<file path="src/rtl/music_ctrl_pkg.sv">
`default_nettype none
// ============================================================================
//  Module  : music_ctrl_pkg
//  Brief   : Shared state encodings, default sizing and song-index helper for
//            the music playback controller and its neighbours.
//  Macro   : MUSIC_CTRL_AUTOADV_EN (enables the GAP state in music_ctrl)
//  Rev     : 1.0  initial release
// ============================================================================
package music_ctrl_pkg;

  // Controller run states; ST_GAP is only reachable with auto-advance built in
  typedef enum logic [1:0] {
    ST_RST     = 2'd0,
    ST_PAUSED  = 2'd1,
    ST_PLAYING = 2'd2,
    ST_GAP     = 2'd3
  } state_t;

  localparam int unsigned DEF_NUM_SONGS  = 4;
  localparam int unsigned DEF_SONG_W     = 2;
  localparam int unsigned DEF_GAP_CYCLES = 16;

  // Next song index, wrapping the last song back to song 0
  function automatic int unsigned next_song_idx(input int unsigned cur,
                                                input int unsigned num);
    return (cur + 1 >= num) ? 0 : cur + 1;
  endfunction

endpackage
`default_nettype wire

</file>
<file path="src/rtl/music_ctrl_if.sv">
`default_nettype none
// ============================================================================
//  Module  : music_ctrl_if
//  Brief   : Button / song_reader bundle around the playback controller.
//            master = controller side, slave = buttons + song_reader side.
//  Macro   : MUSIC_CTRL_AUTOADV_EN (gap_active is constant 0 without it)
//  Rev     : 1.0  initial release
// ============================================================================
interface music_ctrl_if #(
  parameter int unsigned SONG_W = 2
);
  logic              play_button;
  logic              next_button;
  logic              song_done;
  logic              play;
  logic [SONG_W-1:0] song;
  logic              player_reset;
  logic              gap_active;

  modport master (
    input  play_button, next_button, song_done,
    output play, song, player_reset, gap_active
  );

  modport slave (
    output play_button, next_button, song_done,
    input  play, song, player_reset, gap_active
  );
endinterface
`default_nettype wire

</file>
<file path="src/rtl/music_ctrl_gap_timer.sv">
`default_nettype none
// ============================================================================
//  Module  : music_ctrl_gap_timer
//  Brief   : Inter-song gap counter. Counts 0..GAP_CYCLES-1 while enabled and
//            flags the terminal count; clear has priority and zeroes it.
//  Macro   : used by music_ctrl only when MUSIC_CTRL_AUTOADV_EN is defined
//  Rev     : 1.0  initial release
// ============================================================================
module music_ctrl_gap_timer #(
  parameter int unsigned GAP_CYCLES = 16
) (
  input  wire  clk,
  input  wire  reset,
  input  wire  i_clear,
  input  wire  i_en,
  output logic o_tc
);
  localparam int unsigned W = $clog2(GAP_CYCLES + 1);
  localparam logic [W-1:0] C_TERM = W'(GAP_CYCLES - 1);

  logic [W-1:0] r_cnt;

  // Terminal count is combinational so the controller leaves GAP on that edge
  assign o_tc = i_en && !i_clear && (r_cnt == C_TERM);

  // Gap counter: clear on reset/abort, wrap to 0 on terminal count
  always_ff @(posedge clk) begin
    if (!reset || i_clear) begin
      r_cnt <= '0;
    end else if (i_en) begin
      r_cnt <= o_tc ? '0 : r_cnt + 1'b1;
    end
  end
endmodule
`default_nettype wire

</file>
<file path="src/rtl/music_ctrl.sv">
`default_nettype none
// ============================================================================
//  Module  : music_ctrl
//  Brief   : Playback controller for song_reader. Turns play/pause and next
//            button pulses plus song_done into play, song index and a
//            one-cycle player_reset rewind pulse. All outputs registered.
//  Macro   : MUSIC_CTRL_AUTOADV_EN - song_done advances to the next song
//            after a GAP_CYCLES silent gap; otherwise it rewinds and pauses.
//  Rev     : 1.0  initial release
// ============================================================================
module music_ctrl
  import music_ctrl_pkg::*;
#(
  parameter int unsigned NUM_SONGS  = DEF_NUM_SONGS,
  parameter int unsigned SONG_W     = DEF_SONG_W,
  parameter int unsigned GAP_CYCLES = DEF_GAP_CYCLES
) (
  input  wire          clk,
  input  wire          reset,
  music_ctrl_if.master bus
);

  // Elaboration-time sanity checks on the configuration
  if ((2 ** SONG_W) < NUM_SONGS) begin : g_bad_song_w
    $error("music_ctrl: SONG_W too narrow for NUM_SONGS");
  end
  if (GAP_CYCLES < 1) begin : g_bad_gap
    $error("music_ctrl: GAP_CYCLES must be >= 1");
  end

  state_t            r_state;
  logic              r_resume;
  logic [SONG_W-1:0] r_song;
  logic              r_play;
  logic              r_player_reset;
  logic [SONG_W-1:0] w_song_next;
  logic              w_gap_tc;

  assign w_song_next = SONG_W'(next_song_idx(32'(r_song), NUM_SONGS));

`ifdef MUSIC_CTRL_AUTOADV_EN
  logic r_gap_active;
  logic w_gap_en;
  logic w_gap_clear;

  // Timer runs only inside GAP; any exit or button abort zeroes it
  assign w_gap_en    = (r_state == ST_GAP);
  assign w_gap_clear = !w_gap_en || bus.next_button || bus.play_button;

  music_ctrl_gap_timer #(
    .GAP_CYCLES (GAP_CYCLES)
  ) u_gap_timer (
    .clk     (clk),
    .reset   (reset),
    .i_clear (w_gap_clear),
    .i_en    (w_gap_en),
    .o_tc    (w_gap_tc)
  );

  assign bus.gap_active = r_gap_active;
`else
  assign w_gap_tc       = 1'b0;
  assign bus.gap_active = 1'b0;
`endif

  // Controller FSM with registered outputs; player_reset is high only in RST
  always_ff @(posedge clk) begin
    if (!reset) begin
      r_state        <= ST_RST;
      r_resume       <= 1'b0;
      r_song         <= '0;
      r_play         <= 1'b0;
      r_player_reset <= 1'b1;
`ifdef MUSIC_CTRL_AUTOADV_EN
      r_gap_active   <= 1'b0;
`endif
    end else begin
      r_player_reset <= 1'b0;
      case (r_state)
        // One-cycle rewind; buttons ignored here
        ST_RST: begin
          r_state <= r_resume ? ST_PLAYING : ST_PAUSED;
          r_play  <= r_resume;
        end

        ST_PAUSED: begin
          if (bus.next_button) begin
            r_song         <= w_song_next;
            r_resume       <= 1'b0;
            r_state        <= ST_RST;
            r_player_reset <= 1'b1;
          end else if (bus.play_button) begin
            r_state <= ST_PLAYING;
            r_play  <= 1'b1;
          end
        end

        ST_PLAYING: begin
          if (bus.next_button) begin
            r_song         <= w_song_next;
            r_resume       <= 1'b0;
            r_state        <= ST_RST;
            r_play         <= 1'b0;
            r_player_reset <= 1'b1;
          end else if (bus.song_done) begin
`ifdef MUSIC_CTRL_AUTOADV_EN
            r_state      <= ST_GAP;
            r_play       <= 1'b0;
            r_gap_active <= 1'b1;
`else
            r_resume       <= 1'b0;
            r_state        <= ST_RST;
            r_play         <= 1'b0;
            r_player_reset <= 1'b1;
`endif
          end else if (bus.play_button) begin
            r_state <= ST_PAUSED;
            r_play  <= 1'b0;
          end
        end

`ifdef MUSIC_CTRL_AUTOADV_EN
        // Silent gap: a button aborts to paused, terminal count resumes play
        ST_GAP: begin
          if (bus.next_button || bus.play_button) begin
            r_song         <= w_song_next;
            r_resume       <= 1'b0;
            r_state        <= ST_RST;
            r_gap_active   <= 1'b0;
            r_player_reset <= 1'b1;
          end else if (w_gap_tc) begin
            r_song         <= w_song_next;
            r_resume       <= 1'b1;
            r_state        <= ST_RST;
            r_gap_active   <= 1'b0;
            r_player_reset <= 1'b1;
          end
        end
`endif

        default: begin
          r_state        <= ST_RST;
          r_resume       <= 1'b0;
          r_play         <= 1'b0;
          r_player_reset <= 1'b1;
        end
      endcase
    end
  end

  assign bus.play         = r_play;
  assign bus.song         = r_song;
  assign bus.player_reset = r_player_reset;

  // Gap timer output is only consumed with auto-advance built in
  logic w_unused;
  assign w_unused = w_gap_tc;

endmodule
`default_nettype wire
</file>
<file path="src/flat_wrapper.sv">
// flat-port wrapper written by rule: the top's interface ports become plain ports
module music_ctrl_flat import music_ctrl_pkg::*;
#(
  parameter int unsigned NUM_SONGS  = DEF_NUM_SONGS,
  parameter int unsigned SONG_W     = DEF_SONG_W,
  parameter int unsigned GAP_CYCLES = DEF_GAP_CYCLES
)
  (clk, reset, bus_play_button, bus_next_button, bus_song_done, bus_play, bus_song, bus_player_reset, bus_gap_active);
  music_ctrl_if #(.SONG_W(SONG_W)) bus_i ();
  input  wire clk;
  input  wire reset;
  input wire logic [$bits(bus_i.play_button)-1:0] bus_play_button;
  input wire logic [$bits(bus_i.next_button)-1:0] bus_next_button;
  input wire logic [$bits(bus_i.song_done)-1:0] bus_song_done;
  output wire logic [$bits(bus_i.play)-1:0] bus_play;
  output wire logic [$bits(bus_i.song)-1:0] bus_song;
  output wire logic [$bits(bus_i.player_reset)-1:0] bus_player_reset;
  output wire logic [$bits(bus_i.gap_active)-1:0] bus_gap_active;
  assign bus_i.play_button = bus_play_button;
  assign bus_i.next_button = bus_next_button;
  assign bus_i.song_done = bus_song_done;
  assign bus_play = bus_i.play;
  assign bus_song = bus_i.song;
  assign bus_player_reset = bus_i.player_reset;
  assign bus_gap_active = bus_i.gap_active;
  music_ctrl #(.NUM_SONGS(NUM_SONGS), .SONG_W(SONG_W), .GAP_CYCLES(GAP_CYCLES)) u_core (.clk(clk), .reset(reset), .bus(bus_i));
endmodule
</file>
<file path="config.mk">
export PLATFORM = sky130hd
export DESIGN_NAME = music_ctrl_flat
export DESIGN_NICKNAME = d
export VERILOG_FILES = /design/src/rtl/music_ctrl_pkg.sv /design/src/rtl/music_ctrl_if.sv /design/src/rtl/music_ctrl_gap_timer.sv /design/src/rtl/music_ctrl.sv /design/src/flat_wrapper.sv
export SDC_FILE = /design/constraint.sdc
export NUM_CORES = 1
export LEC_CHECK = 0
export ABC_AREA = 1
export CORE_MARGIN = 2
export CORE_UTILIZATION = 27
export DETAILED_ROUTE_END_ITERATION = 12
export SKIP_CTS_REPAIR_TIMING = 1
export SYNTH_ARGS = -nofsm -noshare
export SYNTH_HDL_FRONTEND = slang
export SYNTH_SLANG_ARGS = --single-unit
</file>
<file path="constraint.sdc">
create_clock -name clk -period 1.05 [get_ports clk]
set_input_delay 0.1575 -clock clk [delete_from_list [all_inputs] [get_ports clk]]
set_output_delay 0.1575 -clock clk [all_outputs]
set_load 0.005 [all_outputs]
</file>
=== Word-level counts from Yosys, hierarchy flattened ===
Index checks and enable logic that the tools add are counted.

* Register bits: 7
* Input port bits: 5
* Output and inout port bits: 5
* Logic and storage cells: 44

* $add $sub $neg: 1
* Magnitude comparators: 1
* Eq/ne operators: 8
* Multiplexer cells: 22
* Bitwise operators: 1
* Reductions and logical operators: 6

{| class="wikitable"
|+ Operators by type and width
! kind !! number
|-
| 2-to-1 mux 2 bit || 7
|-
| 2-to-1 mux 1 bit || 11
|-
| case mux 1 bit (3 select lines) || 3
|-
| inequality test 2 bit, second input constant || 3
|-
| inequality test 3 bit, second input constant || 2
|-
| case mux 2 bit (3 select lines) || 1
|-
| AND reduction 3 bit || 2
|-
| inequality test 4 bit, second input constant || 1
|-
| AND reduction 2 bit || 2
|-
| adder 2 x 1 -> 3 bit, second input constant || 1
|-
| >= comparator 3 bit, second input constant || 1
|-
| equality test 2 x 1 -> 1 bit, second input constant || 1
|-
| equality test 2 bit, second input constant || 1
|-
| zero test 2 bit || 1
|-
| OR reduction 2 bit || 1
|-
| NOT 1 bit || 1
|}

=== Logic depth before layout (Yosys ltp) ===
* Depth in word-level cells: 4
* Gate-level depth with buffers: 9
* Depth with buffers taken out: 9

=== Least setup slack after synthesis ===
Ideal clock, no wire load.

* Path type: reg-to-reg
* Start: reg u_core.r_state[0]
* End: reg u_core.r_state[0]
* Arrival time: 1.011 ns
* Path slack: -0.075 ns
* Cell stages (with the launch flop): 9
* Path buffers: 0
* Path through: dfxtp_1 -> inv_1 -> ha_1 -> inv_1 -> nor2_1 -> nand2_2 -> nand2_2 -> a21oi_1 -> nor2_1

* Cells in the longest elaborated chain, start to end: 3

{| class="wikitable"
|+ Ends and longest elaborated chain
! item !! line !! RTL
|-
| from (decl) || music_ctrl.sv:31 || <nowiki>state_t r_state;</nowiki>
|-
| from (signal assigned) || music_ctrl.sv:82 || <nowiki>r_state <= r_resume ? ST_PLAYING : ST_PAUSED;</nowiki>
|-
| equality test 2 bit or equality test 2 x 1 -> 1 bit (tied branches) || music_ctrl.sv:79 || <nowiki>case (r_state)</nowiki>
|-
| inequality test 4 bit (no line) or inequality test 3 bit (tied branches) || n/a ||
|-
| AND reduction 2 bit (no line) || n/a ||
|}

Several ways; a longest one is shown, not always the timed one.
A chain may end at the register's enable or synchronous reset.

=== Worst setup path after layout ===
Ends and elaborated chain as after synthesis.

==> impl_metrics.py <==
metrics = {
    "status": {
        "outcome": "finished with violations",
        "violations": "setup timing",
    },
    "clock_tree": {
        "tritoncts": "done",
        "worst_skew_pair.late_latency_ns": 0.25,
        "htree_levels": 1,
        "ctsRootBufferMaster": "clkbuf_4",
        "numClockSinks": 6,
        "cts_max_path_buffers": 2,
        "cts.clk_slew.worst_paths_ns": 0.04,
        "tritoncts.num_buffers": 3,
    },
    "global_routing": {
        "global_route.usage.met2_pct": 14.69,
        "grt_pass1_wl_um": 1207,
        "global_route.peak_usage_layer": "met2",
        "first_global_vias": 312,
        "track_usage_pct": 9.596,
        "grt_overflow": 0,
        "initial_antenna_violation_count": 0,
        "globalRouteMet1Util_pct": 10.26,
        "global_route.usage.met3_pct": 6.522,
        "grt_max_degree": 7,
    },
    "floorplan": {
        "num_rows": 13,
        "dieArea_um2": 1751,
        "floorplan.die.width_um": 41.84,
        "die_height_um": 41.84,
        "floorplan.initialDensity_pct": 29.34,
        "core_region_area_um2": 1318,
        "floorplan.io_pins": 10,
    },
    "placement": {
        "post-place-ws_ns": -0.2591,
        "half_perimeter_wire_length_after_placement_um": 613.6,
        "gp_congestion": 0.7635,
        "io_buffer_count": 8,
    },
    "timing": {
        "layout_worst_path_cycle_share_pct": 110.8,
        "setup_viol": 4,
        "post-route-min-period_ns": 1.163,
        "timing.fmax_ghz": 0.8597,
        "tns_ns": -0.3601,
        "rsz_0062_raised_after_global_routing": "true",
        "final_hold_viol_count": 0,
        "maxSlewViolCount": 0,
        "worst_clock_skew_ns": 0.002676,
        "setup_slack_ns": -0.1132,
    },
    "critical_path": {
        "r2r_setup_slack_ns": -0.11,
        "data_arrival_time_of_the_critical_path_ns": 1.30,
        "cpPeakStageDelay_ns": 0.36,
        "critical_path.slowest_cell": "dfxtp_4",
        "cp_cell_sequence": "inv_4 -> ha_2 -> inv_2 -> nor2_2 -> nand2_2 -> nand2_2 -> nand2_1 -> nand2_1 -> nor2_1",
        "setup.worst_path.end_class": "flip-flop",
        "worstSetupPathType": "reg -> reg",
        "crit_path_start_kind": "flip-flop",
        "crit_family": "simple AND/OR/NAND/NOR gates",
        "crit_buf_inv": 2,
        "path_max_fanout": 5,
        "worst-endpoint-required_ns": 1.19,
    },
    "synth": {
        "synth_seq_area_share_pct": 31.07,
        "syn-cell-area_um2": 386.6,
        "synth_edf_count": 0,
        "netlist-cell-type-count": 13,
        "ys_top_cells_by_area": "dfxtp_1 (31%), ha_1 (19%), nand2_1 (9.7%)",
        "synth.cells.most_frequent": "nand2_1 (10), nor2_1 (9), inv_1 (8)",
        "synth_cells": 55,
        "yosys_warnings": 0,
        "most_instantiated_flip_flop_cell_in_the_synthesis_netlist": "dfxtp_1",
        "synth.avg_cell_area_um2": 7.029,
        "async_flop_share_pct": 0,
        "synth_top_area_cell": "dfxtp_1",
        "postSynthRegisterBits": 6,
        "synthesis.nets": 66,
        "yosys.area.top_type_share_pct": 31.07,
        "yosys.cell_count.top_type": "nand2_1",
    },
    "layout": {
        "synthToLayoutAreaGrowth_pct": 51.13,
        "fillerInstances": 124,
        "finish.net_count": 81,
        "antenna_cells": 0,
        "drive_above_1_share_pct": 39.71,
    },
    "pwr": {
        "clkPwrFrac_pct": 28.6,
        "switchingPower_w": 0.0002470,
        "vdd.ir_drop.worst_mv": 0.6799,
        "power.share.sequential_pct": 37.0,
        "power.static_leakage_nw": 0.3234,
        "cellInternalPower_w": 0.0005321,
        "p_sw_share_pct": 31.71,
        "powerDensity_nw_per_um2": 1333,
        "combinational_fraction_of_design_power_pct": 34.5,
    },
    "routing": {
        "drt_pass1_iterations": 5,
        "route.detailed.drc": 0,
        "via_count": 382,
        "wl_per_cell_um": 10.19,
        "wirelength_um": 846,
        "route.antenna.remaining_nets": 0,
        "vias_per_cell": 4.602,
        "dr.first_iter.drc_count": 10,
    },
    "run": {
        "max_cap_viol_count": 0,
    },
    "worst_hold_path": {
        "min_path_type": "reg -> reg",
    },
}
-- layout make-up --
class	instances	area [um2]	share of cell area, %
repair buffers	11	112.6	19.27
inverters	8	32.53	5.567
well taps	15	18.77	3.212
clock buffers	3	22.52	3.854
flip-flops and latches	6	127.6	21.84
multi-input cells	40	270.3	46.25
-- layer usage --
layer,share of wire (%),wire (um),up-vias
met1,41,350,169
met4,1.3,11,0
li1,-,-,197
met3,7.3,62,3
met5,0,0,-
met2,50,421,13
-- worst paths after layout --
path | start | end | depth (start not counted)
worst max-delay path | u_core.r_state[0] | u_core.r_state[0] | 9
worst min-delay path | u_core.bus.play | u_core.bus.play | 2
worst min register to register | u_core.bus.play | u_core.bus.play | 2
worst max register to register | u_core.r_state[0] | u_core.r_state[0] | 9
-- worst register-to-register path: stages (launching register included) --
cell and delay, ns:
dfxtp_4 0.36, inv_4 0.07, ha_2 0.18, inv_2 0.04
nor2_2 0.08, nand2_2 0.09, nand2_2 0.09, nand2_1 0.05
nand2_1 0.05, nor2_1 0.05
-- flip-flops by register name, summed over array words and instances (netlist names) --
signal / flops
u_core.r_state: 2
u_core.bus.song: 2
u_core.bus.player_reset: 1
u_core.bus.play: 1
-- cell usage in the layout (no fill, tap or decap), drive strengths merged --
cell,count
nand2,13
nor2,10
inv,8
ha,6
dfxtp,6
a21oi,5
clkdlybuf4s50,4
dlymetal6s2s,4
nand3,3
clkbuf,3
buf,3
o2111ai,1
nor3,1
conb,1
-- metrics by stage --
step | cells | util, % | total power, W | hold WS, ns | instance area [um2]
after floorplan | 55 | - | 0.0004126 | 0.2521 | 392.9
after global placement | 80 | 38.46 | 0.0005115 | 0.4695 | 506.7
after detailed placement | 80 | 38.46 | 0.0005167 | 0.4758 | 506.7
after CTS | 83 | 40.17 | 0.0007392 | 0.4816 | 529.3
after global routing | 83 | 44.35 | 0.0008350 | 0.4981 | 584.3
final | 83 | 44.35 | 0.0007791 | 0.4803 | 584.3
-- power by group through the flow --
| stage | sequential [W] | clock [W] | combinational (W) |
|---|---|---|---|
| 2_1_floorplan | 0.000287 | 0 | 0.000126 |
| 3_3_place_gp | 0.000286 | 0 | 0.000226 |
| 3_5_place_dp | 0.000287 | 0 | 0.000230 |
| 4_1_cts | 0.000282 | 0.000226 | 0.000231 |
| 5_1_grt | 0.000291 | 0.000241 | 0.000303 |
| 6_report | 0.000288 | 0.000222 | 0.000268 |
-- kinds of logic (layout without fill, tap and decap cells) --
logic type / Yosys count / in the layout / share of synthesized area (%)
AND/OR/NAND/NOR: 27 / 27 / 30.10
buffers and inverters: 9 / 22 / 9.710
adder cells (fa/ha/maj): 6 / 6 / 19.42
AO/OA/AOI/OAI: 6 / 6 / 8.737
flip-flops: 6 / 6 / 31.07
other: 1 / 1 / 0.9699
Power figures use the tool's default switching activity.
